===== src/rtl/uart_rx_buf_con_pkg.sv =====
// rtl/uart_rx_buf_con_pkg.sv - shared byte constants and types for the UART line assembler
package uart_rx_buf_con_pkg;

  localparam logic [7:0] ASCII_CR   = 8'h0D;
  localparam logic [7:0] ASCII_LF   = 8'h0A;
  localparam logic [7:0] ASCII_BS   = 8'h08;
  localparam int         LINE_BYTES = 8;

  typedef enum logic [1:0] {
    ST_IDLE    = 2'd0,
    ST_COLLECT = 2'd1,
    ST_DISCARD = 2'd2
  } rx_state_e;

  typedef enum logic [1:0] {
    BC_DATA = 2'd0,
    BC_TERM = 2'd1,
    BC_BS   = 2'd2
  } byte_class_e;

  function automatic byte_class_e classify_byte(input logic [7:0] b, input logic bs_en);
    if (b == ASCII_CR || b == ASCII_LF) return BC_TERM;
    if (b == ASCII_BS && bs_en)         return BC_BS;
    return BC_DATA;
  endfunction

endpackage


===== src/rtl/uart_rx_buf_con.sv =====
// rtl/uart_rx_buf_con.sv - packs received bytes into 64-bit lines delivered on CR/LF
module uart_rx_buf_con
  import uart_rx_buf_con_pkg::*;
#(
  parameter bit DROP_EMPTY = 1'b1,
  parameter bit BS_ENABLE  = 1'b1
) (
  input  logic        clk,
  input  logic        rst_n,
  input  logic [7:0]  rbus,
  input  logic        rvalid,
  output logic [63:0] lbuf,
  output logic [3:0]  llen,
  output logic        lovf,
  output logic        lvalid,
  input  logic        lack,
  output logic        overrun
);

  localparam logic [3:0] LINE_BYTES_W = 4'(LINE_BYTES);

  rx_state_e   r_state;
  rx_state_e   w_next_state;
  byte_class_e w_class;
  logic [63:0] r_abuf;
  logic [3:0]  r_acnt;
  logic [3:0]  w_acnt_dec;
  logic [63:0] w_ins;
  logic [63:0] w_del_mask;
  logic        w_store;
  logic        w_unstore;
  logic        w_deliver;
  logic        w_clear;
  logic        w_line_ovf;
  logic [63:0] r_lbuf;
  logic [3:0]  r_llen;
  logic        r_lovf;
  logic        r_lvalid;
  logic        r_overrun;

  assign w_class    = classify_byte(rbus, BS_ENABLE);
  assign w_acnt_dec = r_acnt - 4'd1;
  // Slot k occupies bits [63-8k -: 8], so the byte is shifted down from the top.
  assign w_ins      = {rbus, 56'd0} >> {r_acnt[2:0], 3'b000};
  assign w_del_mask = {8'hFF, 56'd0} >> {w_acnt_dec[2:0], 3'b000};

  always_ff @(posedge clk or negedge rst_n) begin
    if (!rst_n) r_state <= ST_IDLE;
    else        r_state <= w_next_state;
  end

  always_comb begin
    w_next_state = r_state;
    if (rvalid) begin
      unique case (r_state)
        ST_IDLE:    if (w_class == BC_DATA) w_next_state = ST_COLLECT;
        ST_COLLECT: begin
          if (w_class == BC_TERM)                                w_next_state = ST_IDLE;
          else if (w_class == BC_BS && r_acnt == 4'd1)           w_next_state = ST_IDLE;
          else if (w_class == BC_DATA && r_acnt == LINE_BYTES_W) w_next_state = ST_DISCARD;
        end
        ST_DISCARD: if (w_class == BC_TERM) w_next_state = ST_IDLE;
        default:    w_next_state = ST_IDLE;
      endcase
    end
  end

  always_comb begin
    w_store    = 1'b0;
    w_unstore  = 1'b0;
    w_deliver  = 1'b0;
    w_clear    = 1'b0;
    w_line_ovf = 1'b0;
    if (rvalid) begin
      unique case (r_state)
        ST_IDLE: begin
          w_store   = (w_class == BC_DATA);
          w_deliver = (w_class == BC_TERM) && !DROP_EMPTY;
        end
        ST_COLLECT: begin
          w_store   = (w_class == BC_DATA) && (r_acnt != LINE_BYTES_W);
          w_unstore = (w_class == BC_BS);
          w_deliver = (w_class == BC_TERM);
          w_clear   = (w_class == BC_TERM);
        end
        ST_DISCARD: begin
          w_deliver  = (w_class == BC_TERM);
          w_clear    = (w_class == BC_TERM);
          w_line_ovf = (w_class == BC_TERM);
        end
        default: ;
      endcase
    end
  end

  always_ff @(posedge clk or negedge rst_n) begin
    if (!rst_n) begin
      r_abuf <= 64'd0;
      r_acnt <= 4'd0;
    end else if (w_clear) begin
      r_abuf <= 64'd0;
      r_acnt <= 4'd0;
    end else if (w_store) begin
      r_abuf <= r_abuf | w_ins;
      r_acnt <= r_acnt + 4'd1;
    end else if (w_unstore) begin
      r_abuf <= r_abuf & ~w_del_mask;
      r_acnt <= w_acnt_dec;
    end
  end

  // An acknowledge in the same cycle as a delivery frees the register for the new line.
  always_ff @(posedge clk or negedge rst_n) begin
    if (!rst_n) begin
      r_lbuf    <= 64'd0;
      r_llen    <= 4'd0;
      r_lovf    <= 1'b0;
      r_lvalid  <= 1'b0;
      r_overrun <= 1'b0;
    end else if (w_deliver) begin
      if (!r_lvalid || lack) begin
        r_lbuf   <= r_abuf;
        r_llen   <= w_line_ovf ? LINE_BYTES_W : r_acnt;
        r_lovf   <= w_line_ovf;
        r_lvalid <= 1'b1;
      end else begin
        r_overrun <= 1'b1;
      end
    end else if (lack && r_lvalid) begin
      r_lvalid <= 1'b0;
    end
  end

  assign lbuf    = r_lbuf;
  assign llen    = r_llen;
  assign lovf    = r_lovf;
  assign lvalid  = r_lvalid;
  assign overrun = r_overrun;

endmodule

===== config.mk =====
export PLATFORM = sky130hd
export DESIGN_NAME = uart_rx_buf_con
export DESIGN_NICKNAME = d
export VERILOG_FILES = /design/src/rtl/uart_rx_buf_con_pkg.sv /design/src/rtl/uart_rx_buf_con.sv
export SDC_FILE = /design/constraint.sdc
export NUM_CORES = 1
export LEC_CHECK = 0
export CAP_MARGIN = 20
export CORE_MARGIN = 2
export CORE_UTILIZATION = 35
export CTS_CLUSTER_DIAMETER = 80
export DETAILED_ROUTE_END_ITERATION = 8
export GPL_TIMING_DRIVEN = 1
export SETUP_SLACK_MARGIN = 0.5
export SLEW_MARGIN = 15
export SYNTH_ARGS = -nofsm -noshare
export SYNTH_HDL_FRONTEND = slang
export SYNTH_SLANG_ARGS = --single-unit

===== constraint.sdc =====
create_clock -name clk -period 2.7 [get_ports clk]
set_input_delay 0.54 -clock clk [delete_from_list [all_inputs] [get_ports clk]]
set_output_delay 0.54 -clock clk [all_outputs]
set_load 0.05 [all_outputs]

## After elaboration in Yosys (flattened, before gate mapping)

Index checks and enable logic that the tools add are counted.

| word-level totals | value |
|---|---|
| flip-flop bits (word level) | 141 |
| output and inout port bits | 71 |
| logic and storage cells | 77 |
| input port bits | 12 |

| operators by class | value |
|---|---|
| shift-type cells | 2 |
| reductions and logical operators | 16 |
| add/subtract/negate cells | 2 |
| bitwise logic cells | 4 |
| mux-type cells | 31 |
| equality and inequality tests | 14 |

Operator list:

| cell | count |
|---|---|
| 2-to-1 mux 64 bit | 3 |
| bitwise AND 64 bit | 1 |
| NOT 64 bit | 1 |
| OR 64 bit | 1 |
| right shift 64 x 6 -> 64 bit | 1 |
| right shift 64 x 6 -> 64 bit (first input constant) | 1 |
| equality test 8 x 4 -> 1 bit (second input constant) | 3 |
| 2-to-1 mux 2 bit | 9 |
| 2-to-1 mux 4 bit | 4 |
| 2-to-1 mux 1 bit | 13 |
| != test 4 bit (second input constant) | 2 |
| case mux 2 bit (3 select lines) | 1 |
| AND reduction 2 bit | 3 |
| adder 4 x 1 -> 4 bit (second input constant) | 1 |
| equality test 2 x 1 -> 1 bit (second input constant) | 2 |
| equality test 2 bit (second input constant) | 2 |
| equality test 4 x 1 -> 1 bit (second input constant) | 1 |
| equality test 4 bit (second input constant) | 1 |
| logical AND 1 bit | 4 |
| logical NOT 2 bit | 2 |
| != test 2 bit (second input constant) | 2 |
| AND reduction 4 bit | 1 |
| subtractor 4 x 1 -> 4 bit (second input constant) | 1 |
| nonzero test 3 bit | 1 |
| 7 further kinds | 8 |

## Depth between registers and ports, before layout

Gate-level depths: netlist (run 1).

| depth | value |
|---|---|
| depth after elaboration | 12 |
| mapped depth | 8 |
| mapped depth without buffers | 7 |

## Least setup slack after synthesis (run 1)

Ideal clock, no wire load.

| timing | value |
|---|---|
| kind | register to register |
| start | reg r_acnt[0] |
| end | reg r_abuf[16] |
| path buffers | 0 |
| cell stages (with the launch flop) | 8 |
| library setup time | 0.068 ns |
| required time | 2.632 ns |
| clock period less this slack | 2.230 ns |
| path slack | 0.470 ns |
| arrival time | 2.162 ns |
| cell sequence | dfrtp_1 -> inv_1 -> ha_1 -> nand3b_1 -> a21oi_1 -> or2_2 -> nor3_1 -> a22o_1 |

| on the way | value |
|---|---|
| longest elaborated chain between the ends | 7 |
| elaborated cells between the ends (all ways) | 14 |
| those cells by class | add/sub (1); eq/ne (1); shift (2); mux (5); bitwise (3); reduce/logical (2) |

Ends and longest elaborated chain:

| item | line | RTL |
|---|---|---|
| start: declaration | uart_rx_buf_con.sv:26 | `logic [3:0] r_acnt;` |
| start signal: assignment | uart_rx_buf_con.sv:105 | `r_acnt <= r_acnt + 4'd1;` |
| start signal: assignment | uart_rx_buf_con.sv:108 | `r_acnt <= w_acnt_dec;` |
| subtractor 4 x 1 -> 4 bit | uart_rx_buf_con.sv:42 | `assign w_acnt_dec = r_acnt - 4'd1;` |
| right shift 64 x 6 -> 64 bit | uart_rx_buf_con.sv:45 | `assign w_del_mask = {8'hFF, 56'd0} >> {w_acnt_dec[2:0], 3'b000};` |
| NOT 64 bit | uart_rx_buf_con.sv:107 | `r_abuf <= r_abuf & ~w_del_mask;` |
| bitwise AND 64 bit | uart_rx_buf_con.sv:107 |  |
| 2-to-1 mux 64 bit | uart_rx_buf_con.sv:106 | `end else if (w_unstore) begin` |
| 2-to-1 mux 64 bit | uart_rx_buf_con.sv:103 | `end else if (w_store) begin` |
| 2-to-1 mux 64 bit | uart_rx_buf_con.sv:100 | `end else if (w_clear) begin` |
| end signal: assignment | uart_rx_buf_con.sv:104 | `r_abuf <= r_abuf \| w_ins;` |
| end signal: assignment | uart_rx_buf_con.sv:107 |  |
| end: declaration | uart_rx_buf_con.sv:25 | `logic [63:0] r_abuf;` |

Several ways; a longest one is shown, not always the timed one. The select of a mux whose other input is x is not followed.
A chain may end at the register's enable or synchronous reset.

## Worst setup path after layout (run 1)

| timing | value |
|---|---|
| start | reg r_lbuf[18], in the netlist lbuf[18] |
| end | out lbuf[18] |

RTL lines:

| item | line | RTL |
|---|---|---|
| start: declaration | uart_rx_buf_con.sv:35 | `logic [63:0] r_lbuf;` |
| start signal: assignment | uart_rx_buf_con.sv:122 | `r_lbuf <= r_abuf;` |
| end: declaration | uart_rx_buf_con.sv:12 | `output logic [63:0] lbuf,` |

No word-level cell between the ends.

==> flow_summary.json, run 1 <==
{
  "rsz0062_at_grt": "false",
  "vias": 4334,
  "worst_path_max_delay_cell": "clkdlybuf4s50_1",
  "clkPwrFrac_pct": 31.7,
  "cp-start-kind": "register",
  "internal_power_mw": 5.24,
  "maxCapViolations": 0,
  "layout-drive-gt1-share_pct": 14.7,
  "synth_fp_nets": 571,
  "crit_family": "buffers and inverters",
  "tightest_slew_ns": 0.708,
  "cp_num_buf_inv": 1,
  "holdBufCountCts": 0,
  "grt_max_degree": 79,
  "p_seq_share_pct": 41.0,
  "hold_viol_final": 0,
  "synthCells": 550,
  "synth_top_cell_by_area": "dfrtp_1",
  "grt_first_pass_wirelength_um": 24000,
  "coreArea_um2": 16400,
  "clockBufferDepth": 2,
  "syn_area_per_cell_um2": 10.5,
  "grt_pass1_vias": 4534,
  "cp.required_ns": 2.16,
  "synth.distinct_cells": 47,
  "syn_area_um2": 5800,
  "via_per_inst": 4.86,
  "cts_buffers": 17,
  "drtAntennaViolNets": 0,
  "num_io_pins": 83,
  "switching_share_pct": 31.8,
  "combPwrFrac_pct": 27.2,
  "postCtsSetupBuffers": 0,
  "grt.total_usage_pct": 17.4,
  "ir_drop_mv": 0.429,
  "max_slew_margin_pct": 52.8,
  "leakage_nw": 3.69,
  "p_switching_mw": 2.44,
  "die_x_um": 133,
  "p_per_area_nw_per_um2": 989,
  "place_hpwl_um": 10000,
  "num_antenna_cells": 0,
  "antenna_found_initial": 0,
  "fmax_mhz": 469,
  "drt_first_pass_iters": 4,
  "slew_viol_final": 0,
  "std_cell_rows": 47,
  "area_growth_pct": 34.0,
  "setup_viol_count_final": 0,
  "die_height_um": 133,
  "synth-async-reset-ratio_pct": 100,
  "crit_path_max_incr_delay_ns": 0.81,
  "synthTopCellsByArea": "dfrtp_1, nand2_1, a22o_1",
  "synth-edff-count": 0,
  "endpoint_kind": "primary output",
  "tritoncts": "built",
  "initial_core_util_pct": 35.3,
  "fin_crit_ns": 2.13,
  "drt_wl_total_um": 14400,
  "first_iter_violations": 256,
  "die_area_um2": 17600,
  "clock-sinks": 141,
  "fin_setup_tns_ns": 0,
  "gp_congestion": 0.791,
  "nets": 681,
  "path_clk_slew_ns": 0.06,
  "final_util_pct": 47.4,
  "drc_errors": 0,
  "synth_flop_cell": "dfrtp_1",
  "htree_levels": 4,
  "fin_crit_sh_pct": 78.9,
  "cts_root_buf": "clkbuf_16",
  "hold_class": "in2async",
  "path_cells": "clkdlybuf4s50_1",
  "yosysWarningCount": 0,
  "routedWlPerCell_um": 16.2,
  "path_max_fanout": 2,
  "critPathKind": "reg2out",
  "crit_arrival_ns": 1.59,
  "clk_latency_ns": 0.42,
  "overflow": 0,
  "synth_top_area_share_pct": 60.9,
  "synth-seq-cells": 141,
  "layout_common_cells": "nand2_1, dfrtp_1, clkdlybuf4s50_1",
  "portBuffers": 82,
  "yosysSeqAreaShare_pct": 60.9,
  "fin_skew_ns": 0.00642,
  "final_common_cell": "nand2_1",
  "status": "finished clean"
}
[flip-flops by register name, indices dropped and copies added (netlist names)]
name	cells
r_state	2
lbuf	64
lvalid	1
overrun	1
llen	4
r_abuf	64
lovf	1
r_acnt	4
[final timing paths]
check / from / endpoint / slack (ns) / cells past startpoint
setup / recovery: lbuf[18]$_DFFE_PN0P_ / lbuf[18] / 0.57 / 1
hold / removal: rst_n / lbuf[20]$_DFFE_PN0P_ / 0.14 / 1
setup reg to reg: r_acnt[0]$_DFFE_PN0P_ / r_abuf[25]$_DFFE_PN0P_ / 0.59 / 9
hold reg to reg: overrun$_DFFE_PN0P_ / overrun$_DFFE_PN0P_ / 0.46 / 1
max in group asynchronous: rst_n / r_abuf[53]$_DFFE_PN0P_ / 1.86 / 2
min in group clk: overrun$_DFFE_PN0P_ / overrun$_DFFE_PN0P_ / 0.46 / 1
[final cells by class]
class | count | area (um^2)
timing repair buffer | 120 | 1160
multi-input combinational | 370 | 2140
clock buffer | 19 | 453
clock inverter | 12 | 169
fill | 1508 | 8640
inverter | 10 | 37.5
tap | 220 | 275
sequential | 141 | 3530
[per-layer routing]
layer	wire, um	GRT usage, %	up-vias
met1	7090	24.8	2140
li1	-	-	2097
met4	225	5.62	0
met3	599	4.29	19
met5	0	0	-
met2	6510	26.2	78
[synthesized netlist by cell type, types with 3 or more instances]
cell type  instances
a21o_1             8
a21oi_1            9
a22o_1            62
a31oi_1            3
buf_2             14
buf_6              4
clkbuf_1           9
dfrtp_1          141
ha_1               9
inv_1             10
nand2_1          207
nand2b_1           3
nor2_1             8
nor3_1             6
nor3b_1            3
o21ai_0           11
o31ai_1            3
or2_2              3
[repair_timing]
action,in CTS,in global routing
pin swaps,0,1
endpoints found under the hold margin,0,0
gates resized for setup,8,17
endpoints found under the setup margin,64,105
[cell families after synthesis]
family | Yosys count | share of synthesized area [%]
buffers and inverters | 39 | 3.41
AOI/OAI and AO/OA | 104 | 14.2
DFF | 141 | 60.9
xor gates and xnor gates | 1 | 0.151
and+or+nand+nor | 255 | 19.3
adders and majority gates | 9 | 1.94
muxes | 1 | 0.173
[power groups by stage]
stage	logic, mW	clock network (mW)	registers [mW]
2_1_floorplan	0.999	0	3.48
3_3_place_gp	2.01	0	3.17
3_5_place_dp	2.03	0	3.18
4_1_cts	2.06	2.48	3.15
5_1_grt	2.27	2.59	3.23
6_report	2.09	2.44	3.15
[metrics by stage]
stage                     hold slack, ns  instances  instance area, um^2  power (mW)  setup WS (ns)
after global placement             0.441        861                 7080        5.17         0.0513
after floorplan                    0.244        550                 5810        4.48          0.470
after global routing               0.213        892                 7770        8.09          0.501
after CTS                          0.171        892                 7710        7.69          0.508
after detailed placement           0.454        861                 7080        5.21         0.0399
final                              0.143        892                 7770        7.68          0.569
Note: power is estimated with default switching activity, not from simulation.
==> inputs of run 2 (changes only) <==
Clock period 2.7 ns to 2 ns, I/O delays scaled along.
==> run 2 against run 1 <==
  * The run now ends with setup timing left
  * Utilization rose by 9.1 points
  * Hold slack improved by 0.32 ns
  * Largest power group unchanged
  * Worst setup slack got worse by 0.58 ns
  * Critical path type is now reg2reg
  * Global-route usage rose by 4.4 points
  * Non-clock buffer count rose by 74
  * Combinational power rose by 79%
  * Clock skew barely moved
  * Clock power rose by 41%
  * Die area did not move
  * Total power rose by 49%
  * Highest routed layer unchanged
  * Via count rose by 15%
  * Clock-buffer cell count rose by 2
==> flow_summary.json, run 2 (synthesis results as in run 1) <==
{
  "status": "finished, violations left",
  "violations": "setup timing",
  "r2r-start": "r_state[1]$_DFFE_PN0P_",
  "setup_viol_count_final": 5,
  "fin_crit_sh_pct": 100,
  "fin_skew_ns": 0.00685,
  "critPathKind": "reg2reg",
  "cts_buffers": 17,
  "min_to": "lbuf[53]$_DFFE_PN0P_",
  "final_cells": 968,
  "max_slew_margin_pct": 62.0,
  "path_cells": "inv_2 > ha_4 > or4b_4 > buf_6 > nor2_4 > nand2_1 > a21o_4 > a22o_1",
  "num_io_pins": 83,
  "drt_first_pass_iters": 4,
  "initial_core_util_pct": 35.3,
  "drt_wl_total_um": 19200,
  "die_height_um": 133,
  "tritoncts": "built",
  "final_common_cell": "dfrtp_1",
  "leakage_nw": 4.58,
  "top_layer_used": "met4",
  "p_per_area_nw_per_um2": 1240,
  "met3WireLength_um": 1000,
  "overflow": 0,
  "grt_max_degree": 60,
  "portBuffers": 82,
  "placed_area_um2": 7230,
  "area_growth_pct": 59.8,
  "routedWlPerCell_um": 19.9,
  "fin_crit_ns": 2.01,
  "place_hpwl_um": 10600,
  "min_path_cells": 2,
  "grt_first_pass_wirelength_um": 29000,
  "r2r_end": "r_abuf[14]$_DFFE_PN0P_",
  "nets": 756,
  "die_x_um": 133,
  "drc_errors": 0,
  "hold_class": "reg2reg",
  "crit_path_max_incr_delay_ns": 0.45,
  "via_per_inst": 5.16,
  "die_area_um2": 17600,
  "antenna_found_initial": 0,
  "clock-sinks": 141,
  "fmax_mhz": 498,
  "endpoint_kind": "register",
  "crit_family": "simple AND/OR/NAND/NOR gates",
  "maxCapViolations": 0,
  "r2r_slack_ns": -0.009,
  "fillCellCount": 1353,
  "placed_cells": 873,
  "crit_arrival_ns": 2.31,
  "coreArea_um2": 16400,
  "first_iter_violations": 286,
  "ir_drop_mv": 0.552,
  "hold_viol_final": 0,
  "gp_congestion": 0.829,
  "grt.total_usage_pct": 21.8,
  "hp-start": "lbuf[53]$_DFFE_PN0P_",
  "path_clk_slew_ns": 0.06,
  "cts_root_buf": "clkbuf_16",
  "htree_levels": 4,
  "rsz0062_at_grt": "true",
  "drtAntennaViolNets": 0,
  "clk_latency_ns": 0.42,
  "grt_pass1_vias": 5040,
  "cp.required_ns": 2.30,
  "rr_worst_depth": 8,
  "vias": 4994,
  "wl_met2_um": 9020,
  "slew_viol_final": 0,
  "final_cell_area_um2": 9260,
  "cp_num_buf_inv": 2,
  "cp-start-kind": "register",
  "path_max_fanout": 8,
  "layout_common_cells": "dfrtp_1, nand2_1, buf_4",
  "clockBufferDepth": 2,
  "tightest_slew_ns": 0.570,
  "final_util_pct": 56.5,
  "worst_path_max_delay_cell": "or4b_4",
  "layout-drive-gt1-share_pct": 46.1,
  "num_antenna_cells": 0,
  "std_cell_rows": 47,
  "worst_slack_ns": -0.00950,
  "wl_met1_um": 9040
}
[run 2: final cells by class]
| type | instances | area (um^2) | share of cell area [%] |
|---|---|---|---|
| flip-flops and latches | 141 | 3530 | 38.1 |
| multi-input cells | 371 | 2700 | 29.1 |
| repair buffers | 194 | 2080 | 22.5 |
| clock buffers | 21 | 450 | 4.86 |
| well taps | 220 | 275 | 2.97 |
| clock inverters | 11 | 190 | 2.05 |
| inverters | 10 | 40.0 | 0.432 |
[run 2: worst max-delay path by stage]
stage                            from                     end  slack (ns)  cells past startpoint
3_5_place_dp                  rbus[5]  r_abuf[40]$_DFFE_PN0P_       -0.60                      6
2_1_floorplan                 rbus[4]  r_abuf[32]$_DFFE_PN0P_       -0.07                      7
5_1_grt        r_state[1]$_DFFE_PN0P_  r_abuf[16]$_DFFE_PN0P_       -0.06                      8
6_report       r_state[1]$_DFFE_PN0P_  r_abuf[14]$_DFFE_PN0P_      -0.009                      8
3_3_place_gp                  rbus[5]  r_abuf[46]$_DFFE_PN0P_       -0.52                      6
4_1_cts        r_state[1]$_DFFE_PN0P_  r_abuf[15]$_DFFE_PN0P_        0.03                      8
[run 2: per-layer routing]
metal,GRT usage [%],vias up
met5,0,-
met4,6.21,0
met3,4.79,19
met2,33.2,132
met1,31.6,2581
li1,-,2262
[run 2: worst register-to-register path, stage by stage (launching register included)]
cell,delay [ns]
dfrtp_1,0.39
inv_2,0.08
ha_4,0.13
or4b_4,0.45
buf_6,0.15
nor2_4,0.13
nand2_1,0.09
a21o_4,0.24
a22o_1,0.24
[run 2: metrics by stage]
stage	power (mW)	setup slack (ns)	hold WS [ns]	setup TNS (ns)
6_report	11.5	-0.00950	0.458	-0.0225
5_1_grt	12.0	-0.0647	0.478	-2.00
4_1_cts	11.2	0.0350	0.462	0
3_5_place_dp	7.36	-0.597	0.416	-67.40
3_3_place_gp	7.27	-0.516	0.399	-62.41
2_1_floorplan	6.21	-0.0731	0.104	-1.64
[run 2: where the power goes]
part | internal [mW] | leakage (nW) | switching [mW] | total [mW]
combinational | 1.67 | 2.50 | 2.07 | 3.74
sequential | 3.71 | 1.77 | 0.585 | 4.29
clock | 2.24 | 0.311 | 1.21 | 3.45
total | 7.62 | 4.58 | 3.86 | 11.5
[run 2: timing repair]
item,CTS,global route
gates cloned,19,4
endpoints found under the hold margin,57,0
hold buffers,1,0
pin swaps,49,23
resized for setup,376,83
setup buffers,32,7
endpoints found under the setup margin,191,143
